## src/rtl/instr_word_loader.sv

```systemverilog
// Instruction word loader: accepts decoded instruction field tuples over a
// valid/ready handshake, packs each into a 32-bit R- or I-type word and
// writes the words to consecutive instruction-memory addresses starting at 0.
// Each accepted tuple costs one ACCEPT cycle plus one WRITE cycle.
module instr_word_loader #(
    parameter int DEPTH = 64,
    parameter int AW    = 6
) (
    input  logic          clk,
    input  logic          rst,
    input  logic          start,
    input  logic          in_valid,
    output logic          in_ready,
    input  logic          in_type,
    input  logic [5:0]    in_rs,
    input  logic [5:0]    in_rd,
    input  logic [3:0]    in_funct,
    input  logic [5:0]    in_rt,
    input  logic [8:0]    in_imm9,
    input  logic [14:0]   in_imm15,
    input  logic          in_last,
    output logic          mem_we,
    output logic [AW-1:0] mem_addr,
    output logic [31:0]   mem_wdata,
    output logic          busy,
    output logic          done,
    output logic          overflow,
    output logic [AW:0]   count
);

    typedef enum logic [1:0] {
        S_IDLE   = 2'd0,
        S_ACCEPT = 2'd1,
        S_WRITE  = 2'd2,
        S_DONE   = 2'd3
    } state_t;

    // Highest legal address; a non-last write here ends the session as overflow.
    localparam logic [AW-1:0] LAST_ADDR = AW'(DEPTH - 1);

    state_t        state_q, state_d;
    logic [AW:0]   count_q, count_d;
    logic          ovf_q, ovf_d;
    logic          last_q, last_d;
    logic [AW-1:0] addr_q, addr_d;
    logic [31:0]   wdata_q, wdata_d;
    logic [AW-1:0] ptr_s;
    logic          full_s;

    // Pack the field tuple; bit 0 carries the instruction type.
    function automatic logic [31:0] encode_word(
        input logic        itype,
        input logic [5:0]  rs,
        input logic [5:0]  rd,
        input logic [3:0]  funct,
        input logic [5:0]  rt,
        input logic [8:0]  imm9,
        input logic [14:0] imm15
    );
        logic [31:0] word;
        if (itype) begin
            word = {imm15, funct, rd, rs, 1'b1};
        end else begin
            word = {imm9, rt, funct, rd, rs, 1'b0};
        end
        return word;
    endfunction

    // The write pointer never wraps, so it is simply the low bits of the count.
    assign ptr_s  = count_q[AW-1:0];
    assign full_s = (ptr_s == LAST_ADDR);

    // State and datapath registers; reset clears everything at once.
    always_ff @(posedge clk or posedge rst) begin
        if (rst) begin
            state_q <= S_IDLE;
            count_q <= '0;
            ovf_q   <= 1'b0;
            last_q  <= 1'b0;
            addr_q  <= '0;
            wdata_q <= 32'd0;
        end else begin
            state_q <= state_d;
            count_q <= count_d;
            ovf_q   <= ovf_d;
            last_q  <= last_d;
            addr_q  <= addr_d;
            wdata_q <= wdata_d;
        end
    end

    // Next-state and datapath update logic.
    always_comb begin
        state_d = state_q;
        count_d = count_q;
        ovf_d   = ovf_q;
        last_d  = last_q;
        addr_d  = addr_q;
        wdata_d = wdata_q;
        case (state_q)
            S_IDLE, S_DONE: begin
                if (start) begin
                    count_d = '0;
                    ovf_d   = 1'b0;
                    state_d = S_ACCEPT;
                end else begin
                    state_d = state_q;
                end
            end
            S_ACCEPT: begin
                // Address and word are captured together so they stay stable
                // through the WRITE cycle and are held afterwards.
                if (in_valid) begin
                    wdata_d = encode_word(in_type, in_rs, in_rd, in_funct,
                                          in_rt, in_imm9, in_imm15);
                    last_d  = in_last;
                    addr_d  = ptr_s;
                    state_d = S_WRITE;
                end else begin
                    state_d = S_ACCEPT;
                end
            end
            S_WRITE: begin
                count_d = count_q + {{AW{1'b0}}, 1'b1};
                // last wins over a full memory, so overflow stays clear then.
                if (last_q) begin
                    state_d = S_DONE;
                end else if (full_s) begin
                    ovf_d   = 1'b1;
                    state_d = S_DONE;
                end else begin
                    state_d = S_ACCEPT;
                end
            end
            default: begin
                state_d = S_IDLE;
            end
        endcase
    end

    // Output decode straight from registers; no input-to-output paths.
    always_comb begin
        in_ready  = 1'b0;
        mem_we    = 1'b0;
        busy      = 1'b0;
        done      = 1'b0;
        case (state_q)
            S_ACCEPT: begin
                in_ready = 1'b1;
                busy     = 1'b1;
            end
            S_WRITE: begin
                mem_we = 1'b1;
                busy   = 1'b1;
            end
            S_DONE: begin
                done = 1'b1;
            end
            default: begin
                in_ready = 1'b0;
            end
        endcase
        mem_addr  = addr_q;
        mem_wdata = wdata_q;
        overflow  = ovf_q;
        count     = count_q;
    end

endmodule

```

## config.mk

```make
export PLATFORM = sky130hd
export DESIGN_NAME = instr_word_loader
export DESIGN_NICKNAME = d
export VERILOG_FILES = /design/src/rtl/instr_word_loader.sv
export SDC_FILE = /design/constraint.sdc
export NUM_CORES = 1
export LEC_CHECK = 0
export BUFFER_PORTS_ARGS = -buffer_cell sky130_fd_sc_hd__buf_2
export CORE_MARGIN = 2
export CORE_UTILIZATION = 34
export CTS_CLUSTER_DIAMETER = 200
export DETAILED_ROUTE_END_ITERATION = 10
export PLACE_DENSITY = 0.67
export SLEW_MARGIN = 10
export SYNTH_ARGS = -nofsm -noshare
export SYNTH_HDL_FRONTEND = slang
export SYNTH_SLANG_ARGS = --single-unit
export TNS_END_PERCENT = 100
```

## constraint.sdc

```tcl
create_clock -name clk -period 2.4 [get_ports clk]
set_input_delay 0.72 -clock clk [delete_from_list [all_inputs] [get_ports clk]]
set_output_delay 0.72 -clock clk [all_outputs]
set_load 0.005 [all_outputs]
```

==> out/metrics.yaml <==
outcome:
  status: "finished, final reports clean"
die:
  row_count: 28
  start_util_pct: 35.78
  die_h_microns: 83.40
  die_x_microns: 83.40
  core_area_sq_mm: 0.005991
  io_pins: 102
  die-area_sq_mm: 0.006955
clocking:
  cts_tree: "built"
  post-cts-setup-buffers: 0
  ctsResizeCount: 0
  cts_htree_levels: 2
  clockBufferDepth: 2
  cts_buffers: 5
  cts_num_sinks: 49
  worstSkewPairLatency_ns: 0.30
  root_buffer: "clkbuf_8"
  cts_hold_buf: 0
  clk_transition_reported_paths_ns: 0.09
worst_setup_path:
  crit_chain: "inv_1 -> ha_1 -> buf_2"
  r2r-start: "state_q[0]$_DFFE_PP0P_"
  required_ns: 1.68
  critPathCaptureType: "output pin"
  crit_type: "flip-flop to output pin"
  start_kind: "flip-flop"
  cp-startpoint: "state_q[0]$_DFFE_PP0P_"
  critical_path_arrival_ns: 1.42
  cpMaxStageDelayCell: "ha_1"
  critPathMaxStageDelay_ns: 0.44
  path_max_fanout: 14
sta:
  fin_crit_ns: 2.137
  skew_ns: 0.008688
  rsz0062_at_grt: "false"
  hold_ws_ns: 0.4453
  setup_viol: 0
  worst_pin_slew_ns: 0.6178
  fmax_mhz: 468.0
  fin_ws_ns: 0.2633
  hold_viol: 0
  maxSlewHeadroom_pct: 58.38
  slew_violations: 0
  setup_tns_ns: 0
  min_period_over_period_pct: 89.03
synth:
  synthCells: 178
  synth_seq_area_share_pct: 57.21
  synthXorXnorAreaFrac_pct: 0
  synth.area.mux_share_pct: 20.55
  yosysUniqueCellTypes: 28
  ys_warn_count: 0
  synthAdderAreaFrac_pct: 2.335
  synth_edf_count: 0
  synth_top_family_by_area: "multiplexers"
  ys_top_cells_by_area: "dfrtp_1, mux2_2, mux2i_1"
  ys_ff_latch: 49
  async_flop_share_pct: 100.0
  synth_area_sq_mm: 0.002143
  synth_compound_area_share_pct: 8.640
  avgSynthCellArea_sq_um: 12.04
  yosys.area.top_type_share_pct: 57.21
  yosysTopAreaCell: "dfrtp_1"
  synthesis.nets: 234
  ys.flop_type: "dfrtp_1"
  synth-simple-area-share_pct: 8.640
cells_and_area:
  drive_gt1_share_pct: 49.47
  fin_nets: 338
  final_cell_mix: "buf_2, dfrtp_1, mux2_2"
  stdcell_count: 358
  syn2layout_area_growth_pct: 32.98
  final_common_cell: "buf_2"
  antennaDiodeCount: 0
power_and_ir_drop:
  power.density_mw_per_mm2: 1001
  totalPowerFinal_uw: 2854
  irDropWorstVdd_v: 0.0003871
  leakage_uw: 0.001500
job:
  maxCapViolCount: 0
placed_design:
  numPortBuffers: 101
  gp_congestion: 0.7894
  dp_cells: 350
  post-place-ws_ns: 0.5618
  dpl.hpwl_microns: 3405
routing:
  avgRoutedWirePerCell_microns: 12.52
  drt-total-wl_microns: 4482
  vias: 1651
  remaining_drc_errors: 0
  first_pass_iters: 4
  dr.first_iter.drc_count: 63
  drt-vias-per-instance: 4.612
  ant_nets: 0
global_routing:
  met2_usage_pct: 21.99
  grt_usage_pct: 13.64
  antenna_found_initial: 0
  grtUsageMet1_pct: 17.11
  grt_use_met3_pct: 5.368
  grt_max_degree: 50
  busiest_layer: "met2"
  grt_pass1_wl_microns: 7721
  grt-ovfl-total: 0
  grt_pass1_vias: 1619
min_path:
  worstHoldPathType: "input pin to async pin"
## critical path: cells and delay by family, from the launching register on
family,cells,cell delay [ns]
buf+inv,2,0.27
flops,1,0.41
fa+ha+maj,1,0.44
## cells by family after synthesis
family | Yosys count
fa+ha+maj | 4
simple gates | 39
compound gates | 32
buf+inv | 13
mux | 41
flops | 49
## sequential cells by signal, indices dropped and copies added, names as in the netlist
| name | count |
|---|---|
| mem_wdata | 32 |
| count | 7 |
| mem_addr | 6 |
| state_q | 2 |
| last_q | 1 |
| overflow | 1 |
## synth_stat cells (2+ instances only)
| master | n |
|---|---|
| clkbuf_1 | 4 |
| nor2_1 | 5 |
| ha_1 | 4 |
| inv_1 | 5 |
| a21oi_1 | 3 |
| dfrtp_1 | 49 |
| buf_2 | 3 |
| nand3_1 | 4 |
| mux2_2 | 24 |
| o31ai_1 | 2 |
| mux2i_1 | 17 |
| and2_1 | 2 |
| o21ai_0 | 20 |
| nand2_1 | 22 |
## final timing paths
path | end | slack, ns | depth (start not counted)
min in group clk | mem_wdata[17]$_DFFE_PP0P_ | 0.48 | 2
max in group asynchronous | count[1]$_DFFE_PP0P_ | 1.72 | 3
max reg2reg | count[4]$_DFFE_PP0P_ | 0.63 | 5
min | state_q[1]$_DFFE_PP0P_ | 0.45 | 3
min reg2reg | mem_wdata[17]$_DFFE_PP0P_ | 0.48 | 2
max | mem_we | 0.26 | 3
## per-stage QoR
| stage | instance area (sq um) | utilization (%) |
|---|---|---|
| after floorplan | 2143 | - |
| after CTS | 2850 | 47.58 |
| after detailed placement | 2763 | 46.12 |
| after global routing | 2850 | 47.58 |
| final | 2850 | 47.58 |
| after global placement | 2763 | 46.12 |
## per-layer routing
| layer | up-vias | wire length, microns | share of wire [%] |
|---|---|---|---|
| li1 | 829 | - | - |
| met1 | 740 | 1972 | 44 |
| met2 | 78 | 2042 | 46 |
| met3 | 4 | 429 | 9.6 |
| met4 | 0 | 37 | 0.83 |
| met5 | - | 0 | 0 |
## power breakdown
part           internal [uW]  switching (uW)  total (uW)
Clock                    206             267         473
Combinational            572             516        1090
Sequential              1130             163        1290
Total                   1910             946        2850
## cell type report
cell class	count	area, sq um
Timing Repair Buffer	105	560.5
Sequential cell	49	1226
Clock buffer	6	72.57
Clock inverter	2	15.01
Tap cell	75	93.84
Multi-Input combinational cell	116	863.3
Inverter	5	18.77
Fill cell	558	3141
No activity file was read; power rests on OpenSTA's default activity.
